`config.mk`:
```
export PLATFORM = sky130hd
export DESIGN_NAME = mem_arbiter_flat
export DESIGN_NICKNAME = d
export VERILOG_FILES = /design/src/rtl/mem_arbiter_if.sv /design/src/rtl/mem_arbiter.sv /design/src/flat_wrapper.sv
export SDC_FILE = /design/constraint.sdc
export NUM_CORES = 1
export LEC_CHECK = 0
export ABC_AREA = 1
export BUFFER_PORTS_ARGS = -buffer_cell sky130_fd_sc_hd__buf_2
export CAP_MARGIN = 5
export CORE_ASPECT_RATIO = 1.4
export CORE_MARGIN = 1
export CORE_UTILIZATION = 48
export CTS_BUF_LIST = sky130_fd_sc_hd__clkbuf_8
export CTS_CLUSTER_DIAMETER = 80
export CTS_CLUSTER_SIZE = 40
export DETAILED_ROUTE_END_ITERATION = 6
export GPL_ROUTABILITY_DRIVEN = 0
export PLACE_DENSITY_LB_ADDON = 0.12
export SETUP_SLACK_MARGIN = 0.1
export SLEW_MARGIN = 10
export SYNTH_ARGS = -nofsm -noshare
export SYNTH_HDL_FRONTEND = slang
export SYNTH_SLANG_ARGS = --single-unit
```
`constraint.sdc`:
```
create_clock -name clk -period 1.5 [get_ports clk]
set_input_delay 0.15 -clock clk [delete_from_list [all_inputs] [get_ports clk]]
set_output_delay 0.15 -clock clk [all_outputs]
set_load 0.02 [all_outputs]
```
`src/rtl/mem_arbiter_if.sv`:
```
// Request-side and memory-side signal bundle for mem_arbiter.
// The arbiter takes the slave view; the core and memory model take the master view.
interface mem_arbiter_if #(
    parameter int N = 32
);
    logic         i_req;
    logic [N-1:0] i_addr;
    logic         i_gnt;
    logic         i_rvalid;
    logic [N-1:0] i_rdata;
    logic         i_err;

    logic         d_req;
    logic         d_we;
    logic [N-1:0] d_addr;
    logic [N-1:0] d_wdata;
    logic         d_gnt;
    logic         d_rvalid;
    logic [N-1:0] d_rdata;
    logic         d_err;

    logic         mem_we;
    logic [N-1:0] mem_a;
    logic [N-1:0] mem_wd;
    logic [N-1:0] mem_rd;

    modport slave (
        input  i_req, i_addr, d_req, d_we, d_addr, d_wdata, mem_rd,
        output i_gnt, i_rvalid, i_rdata, i_err,
        output d_gnt, d_rvalid, d_rdata, d_err,
        output mem_we, mem_a, mem_wd
    );

    modport master (
        output i_req, i_addr, d_req, d_we, d_addr, d_wdata, mem_rd,
        input  i_gnt, i_rvalid, i_rdata, i_err,
        input  d_gnt, d_rvalid, d_rdata, d_err,
        input  mem_we, mem_a, mem_wd
    );
endinterface

```
`src/rtl/mem_arbiter.sv`:
```
// Round-robin arbiter sharing one single-port word memory between fetch and load/store.
// One request is granted in IDLE, the memory is driven for one ACCESS cycle, then a registered response pulses.
module mem_arbiter #(
    parameter int N = 32,
    parameter int L = 64
) (
    input  logic          clk,
    input  logic          reset,
    mem_arbiter_if.slave  bus
);
    typedef enum logic { IDLE, ACCESS } state_t;
    typedef enum logic { FETCH = 1'b0, DATA = 1'b1 } req_id_t;

    localparam logic [N-3:0] L_IDX = (N-2)'(L);

    state_t       state_q, state_d;
    req_id_t      last_grant_q, last_grant_d;
    req_id_t      req_id_q, req_id_d;
    logic         we_q, we_d;
    logic [N-1:0] addr_q, addr_d;
    logic [N-1:0] wdata_q, wdata_d;

    logic         i_rvalid_q, i_rvalid_d;
    logic [N-1:0] i_rdata_q, i_rdata_d;
    logic         i_err_q, i_err_d;
    logic         d_rvalid_q, d_rvalid_d;
    logic [N-1:0] d_rdata_q, d_rdata_d;
    logic         d_err_q, d_err_d;

    logic         grant_i, grant_d;
    logic         aligned, in_range, access_ok, in_access;
    logic [N-1:0] resp_rdata;

    // On a tie the requester that did not win last time gets the grant.
    always_comb begin
        grant_i = 1'b0;
        grant_d = 1'b0;
        if (state_q == IDLE && !reset) begin
            if (bus.i_req && (!bus.d_req || last_grant_q == DATA)) begin
                grant_i = 1'b1;
            end else if (bus.d_req) begin
                grant_d = 1'b1;
            end
        end
    end

    assign in_access  = (state_q == ACCESS);
    assign aligned    = (addr_q[1:0] == 2'b00);
    assign in_range   = (addr_q[N-1:2] < L_IDX);
    assign access_ok  = aligned && in_range;
    assign resp_rdata = (we_q || !access_ok) ? '0 : bus.mem_rd;

    always_comb begin
        state_d      = state_q;
        last_grant_d = last_grant_q;
        req_id_d     = req_id_q;
        we_d         = we_q;
        addr_d       = addr_q;
        wdata_d      = wdata_q;
        i_rvalid_d   = 1'b0;
        i_rdata_d    = i_rdata_q;
        i_err_d      = i_err_q;
        d_rvalid_d   = 1'b0;
        d_rdata_d    = d_rdata_q;
        d_err_d      = d_err_q;

        case (state_q)
            IDLE: begin
                if (grant_i) begin
                    state_d      = ACCESS;
                    last_grant_d = FETCH;
                    req_id_d     = FETCH;
                    we_d         = 1'b0;
                    addr_d       = bus.i_addr;
                    wdata_d      = '0;
                end else if (grant_d) begin
                    state_d      = ACCESS;
                    last_grant_d = DATA;
                    req_id_d     = DATA;
                    we_d         = bus.d_we;
                    addr_d       = bus.d_addr;
                    wdata_d      = bus.d_wdata;
                end
            end
            ACCESS: begin
                state_d = IDLE;
                if (req_id_q == FETCH) begin
                    i_rvalid_d = 1'b1;
                    i_rdata_d  = resp_rdata;
                    i_err_d    = !access_ok;
                end else begin
                    d_rvalid_d = 1'b1;
                    d_rdata_d  = resp_rdata;
                    d_err_d    = !access_ok;
                end
            end
            default: state_d = IDLE;
        endcase
    end

    // Reset in ACCESS drops the in-flight transaction without a response.
    always_ff @(posedge clk) begin
        if (reset) begin
            state_q      <= IDLE;
            last_grant_q <= DATA;
            req_id_q     <= FETCH;
            we_q         <= 1'b0;
            addr_q       <= '0;
            wdata_q      <= '0;
            i_rvalid_q   <= 1'b0;
            i_rdata_q    <= '0;
            i_err_q      <= 1'b0;
            d_rvalid_q   <= 1'b0;
            d_rdata_q    <= '0;
            d_err_q      <= 1'b0;
        end else begin
            state_q      <= state_d;
            last_grant_q <= last_grant_d;
            req_id_q     <= req_id_d;
            we_q         <= we_d;
            addr_q       <= addr_d;
            wdata_q      <= wdata_d;
            i_rvalid_q   <= i_rvalid_d;
            i_rdata_q    <= i_rdata_d;
            i_err_q      <= i_err_d;
            d_rvalid_q   <= d_rvalid_d;
            d_rdata_q    <= d_rdata_d;
            d_err_q      <= d_err_d;
        end
    end

    assign bus.i_gnt    = grant_i;
    assign bus.d_gnt    = grant_d;
    assign bus.i_rvalid = i_rvalid_q;
    assign bus.i_rdata  = i_rdata_q;
    assign bus.i_err    = i_err_q;
    assign bus.d_rvalid = d_rvalid_q;
    assign bus.d_rdata  = d_rdata_q;
    assign bus.d_err    = d_err_q;

    assign bus.mem_we = in_access && we_q && access_ok && !reset;
    assign bus.mem_a  = in_access ? addr_q : '0;
    assign bus.mem_wd = in_access ? wdata_q : '0;
endmodule

```
`src/flat_wrapper.sv`:
```
// flat-port wrapper written by rule: the top's interface ports become plain ports
module mem_arbiter_flat 
#(
    parameter int N = 32,
    parameter int L = 64
)
  (clk, reset, bus_i_req, bus_i_addr, bus_d_req, bus_d_we, bus_d_addr, bus_d_wdata, bus_mem_rd, bus_i_gnt, bus_i_rvalid, bus_i_rdata, bus_i_err, bus_d_gnt, bus_d_rvalid, bus_d_rdata, bus_d_err, bus_mem_we, bus_mem_a, bus_mem_wd);
  mem_arbiter_if #(.N(N)) bus_i ();
  input  logic clk;
  input  logic reset;
  input wire logic [$bits(bus_i.i_req)-1:0] bus_i_req;
  input wire logic [$bits(bus_i.i_addr)-1:0] bus_i_addr;
  input wire logic [$bits(bus_i.d_req)-1:0] bus_d_req;
  input wire logic [$bits(bus_i.d_we)-1:0] bus_d_we;
  input wire logic [$bits(bus_i.d_addr)-1:0] bus_d_addr;
  input wire logic [$bits(bus_i.d_wdata)-1:0] bus_d_wdata;
  input wire logic [$bits(bus_i.mem_rd)-1:0] bus_mem_rd;
  output wire logic [$bits(bus_i.i_gnt)-1:0] bus_i_gnt;
  output wire logic [$bits(bus_i.i_rvalid)-1:0] bus_i_rvalid;
  output wire logic [$bits(bus_i.i_rdata)-1:0] bus_i_rdata;
  output wire logic [$bits(bus_i.i_err)-1:0] bus_i_err;
  output wire logic [$bits(bus_i.d_gnt)-1:0] bus_d_gnt;
  output wire logic [$bits(bus_i.d_rvalid)-1:0] bus_d_rvalid;
  output wire logic [$bits(bus_i.d_rdata)-1:0] bus_d_rdata;
  output wire logic [$bits(bus_i.d_err)-1:0] bus_d_err;
  output wire logic [$bits(bus_i.mem_we)-1:0] bus_mem_we;
  output wire logic [$bits(bus_i.mem_a)-1:0] bus_mem_a;
  output wire logic [$bits(bus_i.mem_wd)-1:0] bus_mem_wd;
  assign bus_i.i_req = bus_i_req;
  assign bus_i.i_addr = bus_i_addr;
  assign bus_i.d_req = bus_d_req;
  assign bus_i.d_we = bus_d_we;
  assign bus_i.d_addr = bus_d_addr;
  assign bus_i.d_wdata = bus_d_wdata;
  assign bus_i.mem_rd = bus_mem_rd;
  assign bus_i_gnt = bus_i.i_gnt;
  assign bus_i_rvalid = bus_i.i_rvalid;
  assign bus_i_rdata = bus_i.i_rdata;
  assign bus_i_err = bus_i.i_err;
  assign bus_d_gnt = bus_i.d_gnt;
  assign bus_d_rvalid = bus_i.d_rvalid;
  assign bus_d_rdata = bus_i.d_rdata;
  assign bus_d_err = bus_i.d_err;
  assign bus_mem_we = bus_i.mem_we;
  assign bus_mem_a = bus_i.mem_a;
  assign bus_mem_wd = bus_i.mem_wd;
  mem_arbiter #(.N(N), .L(L)) u_core (.clk(clk), .reset(reset), .bus(bus_i));
endmodule
```
==> results of run 1 <==
-- what timing repair did --
item                                   CTS
buffers inserted                        36
endpoints found under the hold margin  115
gates resized for setup                413
hold buffers                            95
pin swaps                               84
gates cloned                            27
setup endpoints to repair              156
-- metrics by stage --
stage          setup slack, ps  hold WS [ps]    util  instance area, um2
3_3_place_gp             35.93         357.2  0.6232                7030
4_1_cts                 -275.8         2.514  0.9667               10910
2_1_floorplan            166.4         262.7       -                5532
3_5_place_dp            -6.931         363.0  0.6232                7030
-- kinds of logic after synthesis --
| family | share of synthesized area |
|---|---|
| AO/OA/AOI/OAI | 0.2027 |
| AND/OR/NAND/NOR | 0.2038 |
| flip-flops | 0.4928 |
| buffers and inverters | 0.1008 |
==> flow_metrics.env, run 1 <==
export IMPL_synth_top_area_share=0.4928
export IMPL_rows=46
export IMPL_synth_most_common_cell="dfxtp_1"
export IMPL_haltStage="global routing"
export IMPL_syn_num_nets=864
export IMPL_htree_levels=4
export IMPL_worst_ep_kind="output port"
export IMPL_initial_core_util=0.4898
export IMPL_ys_ff_latch=136
export IMPL_syn_area_mm2=0.005525
export IMPL_synth_common_cells="dfxtp_1 (136), nand2_1 (109), a21oi_1 (98)"
export IMPL_error_line="[ERROR DPL-0038] Utilization greater than 100%, impossible to legalize"
export IMPL_synth_flop_cell="dfxtp_1"
export IMPL_synthCells=731
export IMPL_yosysTopAreaCell="dfxtp_1"
export IMPL_postGrtWorstEndpoint="bus_mem_we"
export IMPL_io_buffers=267
export IMPL_yosysWarnings=0
export IMPL_synthTopCellsByArea="dfxtp_1 (49%), a21oi_1 (8.9%), nand2_1 (7.4%)"
export IMPL_status="aborted with a tool error"
export IMPL_fp_dieW_um=92.68
export IMPL_cts_buffer_depth=2
export IMPL_clkSinkCount=136
export IMPL_clockRootBuffer="clkbuf_8"
export IMPL_synthArstFlopShare=0
export IMPL_cts_buffers=17
export IMPL_dp_cells=1103
export IMPL_seq_area_frac_synth=0.4928
export IMPL_synth_edff_count=0
export IMPL_die_h_um=128.9
export IMPL_syn_area_per_cell_um2=7.559
export IMPL_ys_types=23
export IMPL_grt_max_degree=81
export IMPL_hpwl_um=10630
export IMPL_pin_count=268
==> run 2: changes to the inputs <==
--- a/config.mk
+++ b/config.mk
@@ -8,16 +8,11 @@
 export ABC_AREA = 1
 export BUFFER_PORTS_ARGS = -buffer_cell sky130_fd_sc_hd__buf_2
 export CAP_MARGIN = 5
-export CORE_ASPECT_RATIO = 1.4
 export CORE_MARGIN = 1
-export CORE_UTILIZATION = 48
-export CTS_BUF_LIST = sky130_fd_sc_hd__clkbuf_8
-export CTS_CLUSTER_DIAMETER = 80
-export CTS_CLUSTER_SIZE = 40
+export CORE_UTILIZATION = 40
 export DETAILED_ROUTE_END_ITERATION = 6
 export GPL_ROUTABILITY_DRIVEN = 0
-export PLACE_DENSITY_LB_ADDON = 0.12
-export SETUP_SLACK_MARGIN = 0.1
+export PLACE_DENSITY_LB_ADDON = 0.15
 export SLEW_MARGIN = 10
 export SYNTH_ARGS = -nofsm -noshare
 export SYNTH_HDL_FRONTEND = slang
==> run 2 against run 1 <==
Effect of this change:
- the flow now finishes, with violations (negative setup slack)
- synthesized cell count stayed put
- area after synthesis stayed put
==> flow_metrics.env, run 2 <==
export IMPL_syn_num_nets=864
export IMPL_dp_cells=1134
export IMPL_clock_fmax_ghz=0.5897
export IMPL_critPathLaunch="u_core.addr_q[16]$_SDFFE_PP0P_"
export IMPL_synthTopCellsByArea="dfxtp_1 (49%), a21oi_1 (8.9%), nand2_1 (7.4%)"
export IMPL_p_switching_w=0.003146
export IMPL_slew_headroom=0.6131
export IMPL_power_density_mw_per_mm2=1060
export IMPL_tritoncts="done"
export IMPL_cp_max_fo=3
export IMPL_core_area_mm2=0.01335
export IMPL_grt_util_met2=0.4393
export IMPL_seq_area_frac_synth=0.4928
export IMPL_nets=1186
export IMPL_synthArstFlopShare=0
export IMPL_period_share=1.130
export IMPL_layout_setup_ws_ps=-195.6
export IMPL_initial_core_util=0.4139
export IMPL_syn_to_final_growth_pct=79.44
export IMPL_synth_common_cells="dfxtp_1 (136), nand2_1 (109), a21oi_1 (98)"
export IMPL_p_seq_frac=0.393
export IMPL_clockRootBuffer="clkbuf_16"
export IMPL_drive_gt1_frac=0.5338
export IMPL_grt_overflow=0
export IMPL_grt_setup_unrepaired="yes"
export IMPL_hp_class="input pin to flop"
export IMPL_synth_edff_count=0
export IMPL_vdd_drop_max_mv=0.7483
export IMPL_instances_no_fill=1242
export IMPL_track_usage=0.2538
export IMPL_syn_area_per_cell_um2=7.559
export IMPL_worstPathArrival_ps=1550
export IMPL_vias=6388
export IMPL_fillers=962
export IMPL_first_iter_violations=380
export IMPL_yosysWarnings=0
export IMPL_p_int_w=0.007364
export IMPL_path_class="flop to output port"
export IMPL_setup_worst_path_end_class="output port"
export IMPL_swShare=0.2994
export IMPL_crit_required_ps=1350
export IMPL_yosysTopAreaCell="dfxtp_1"
export IMPL_min_period_ps=1696
export IMPL_die_h_um=119.5
export IMPL_p_comb_frac=0.227
export IMPL_cts_buffer_depth=2
export IMPL_syn_area_mm2=0.005525
export IMPL_hpwl_um=11040
export IMPL_ys_types=23
export IMPL_ys_ff_latch=136
export IMPL_finalMaxSlewViolations=0
export IMPL_synth_most_common_cell="dfxtp_1"
export IMPL_final_antenna_net_count=0
export IMPL_grt_pass1_wl_um=28480
export IMPL_vias_per_cell=5.143
export IMPL_drc=0
export IMPL_clkSinkCount=136
export IMPL_grt_pass1_vias=5802
export IMPL_min_delay_start="bus_mem_rd[1]"
export IMPL_hold_viol=0
export IMPL_fin_skew_ps=8.072
export IMPL_met3_usage=0.07177
export IMPL_violations="negative setup slack"
export IMPL_wl_per_cell_um=16.69
export IMPL_synthCells=731
export IMPL_hold_ws_ps=15.88
export IMPL_worstReg2RegStart="u_core.addr_q[16]$_SDFFE_PP0P_"
export IMPL_n_antenna_cell=0
export IMPL_gr_usage_met1=0.2986
export IMPL_insertion_delay_ps=410
export IMPL_grt_busiest_layer="met2"
export IMPL_worst_pin_slew_ps=580.3
export IMPL_p_total_w=0.01051
export IMPL_rows=42
export IMPL_htree_levels=4
export IMPL_grt_max_degree=69
export IMPL_antenna_found_initial=0
export IMPL_p_clk_frac=0.379
export IMPL_cts_buffers=17
export IMPL_dieArea_mm2=0.01429
export IMPL_finalSetupViolCount=66
export IMPL_layout_commonest_cell="buf_2"
export IMPL_clk_pin_slew_worst_paths_ps=60
export IMPL_fp_dieW_um=119.5
export IMPL_wl_um=20730
export IMPL_status="complete, but fails checks"
export IMPL_synth_flop_cell="dfxtp_1"
export IMPL_drv_cap=0
export IMPL_p_leak_nw=4.812
export IMPL_final_cell_mix="buf_2 (202), dfxtp_1 (119), nor2_1 (73), buf_6 (55), nand2_1 (52)"
export IMPL_synth_top_area_share=0.4928
export IMPL_pin_count=268
export IMPL_crit_path_start_kind="flop"
export IMPL_io_buffers=267
export IMPL_drt_pass1_iter_count=5
==> run 2: cell counts after synthesis <==
No cell type changed its count.
==> run 2: final timing paths <==
kind / to / depth (start not counted) / slack (ps)
worst max-delay path: bus_mem_we / 6 / -200
worst min-delay path: u_core.bus.d_rdata[1]$_SDFFE_PP0P_ / 3 / 20
worst max register to register: u_core.bus.d_rdata[30]$_SDFFE_PP0P_ / 9 / -30
worst min register to register: u_core.wdata_q[15]$_SDFFE_PP0P_ / 2 / 480
==> run 2: kinds of logic after synthesis <==
kind of cell           after synthesis  share of synthesized area
AOI/OAI and AO/OA                  199                     0.2027
buffers and inverters              133                     0.1008
DFF                                136                     0.4928
and+or+nand+nor                    263                     0.2038
==> run 2: layout make-up <==
class | count | area, um2 | area share
clock buffer | 21 | 470.5 | 0.04745
clock inverter | 11 | 98.84 | 0.009970
inverter | 72 | 277.8 | 0.02802
multi-input combinational | 462 | 3092 | 0.3118
sequential | 136 | 2754 | 0.2778
tap | 176 | 220.2 | 0.02221
timing repair buffer | 364 | 3002 | 0.3028
==> run 2: critical path, cell delays in order (launching register included) <==
cell     delay [ps]
dfxtp_2         340
nor2_1          110
nand2_1          60
nor2_1          120
nand2_2          90
nor4_2          210
buf_4           210
==> run 2: power groups by stage <==
| stage | sequential [W] | clock (W) | combinational [W] |
|---|---|---|---|
| 6_report | 0.00413 | 0.00399 | 0.00239 |
| 3_3_place_gp | 0.00413 | 0 | 0.00160 |
| 3_5_place_dp | 0.00413 | 0 | 0.00161 |
| 5_1_grt | 0.00416 | 0.00420 | 0.00255 |
| 4_1_cts | 0.00409 | 0.00404 | 0.00199 |
| 2_1_floorplan | 0.00429 | 0 | 0.000790 |
==> run 2: through the flow <==
step	util	TNS (ps)	setup WS [ps]	cell area [um2]
detailed placement	0.5301	-146.1	-35.17	7076
floorplan	-	0	166.4	5532
global placement	0.5301	0	22.55	7076
global route	0.7428	-8108	-308.4	9915
CTS	0.6533	-4364	-227.0	8720
finish	0.7428	-3033	-195.6	9915
==> run 2: routing by layer <==
layer  share of wire  wire, um
met5               0         0
met1            0.39      8156
met3           0.068      1415
met4           0.023       485
met2            0.51     10680
==> run 2: repair_timing <==
item                                    CTS  global route
hold buffers                             39             1
setup buffers                             9            16
pin swaps                                28            47
endpoints found under the setup margin  104           127
gates resized for setup                 147           308
hold endpoints to repair                 46             1
gates cloned                              7             9
Power figures use the tool's default switching activity.
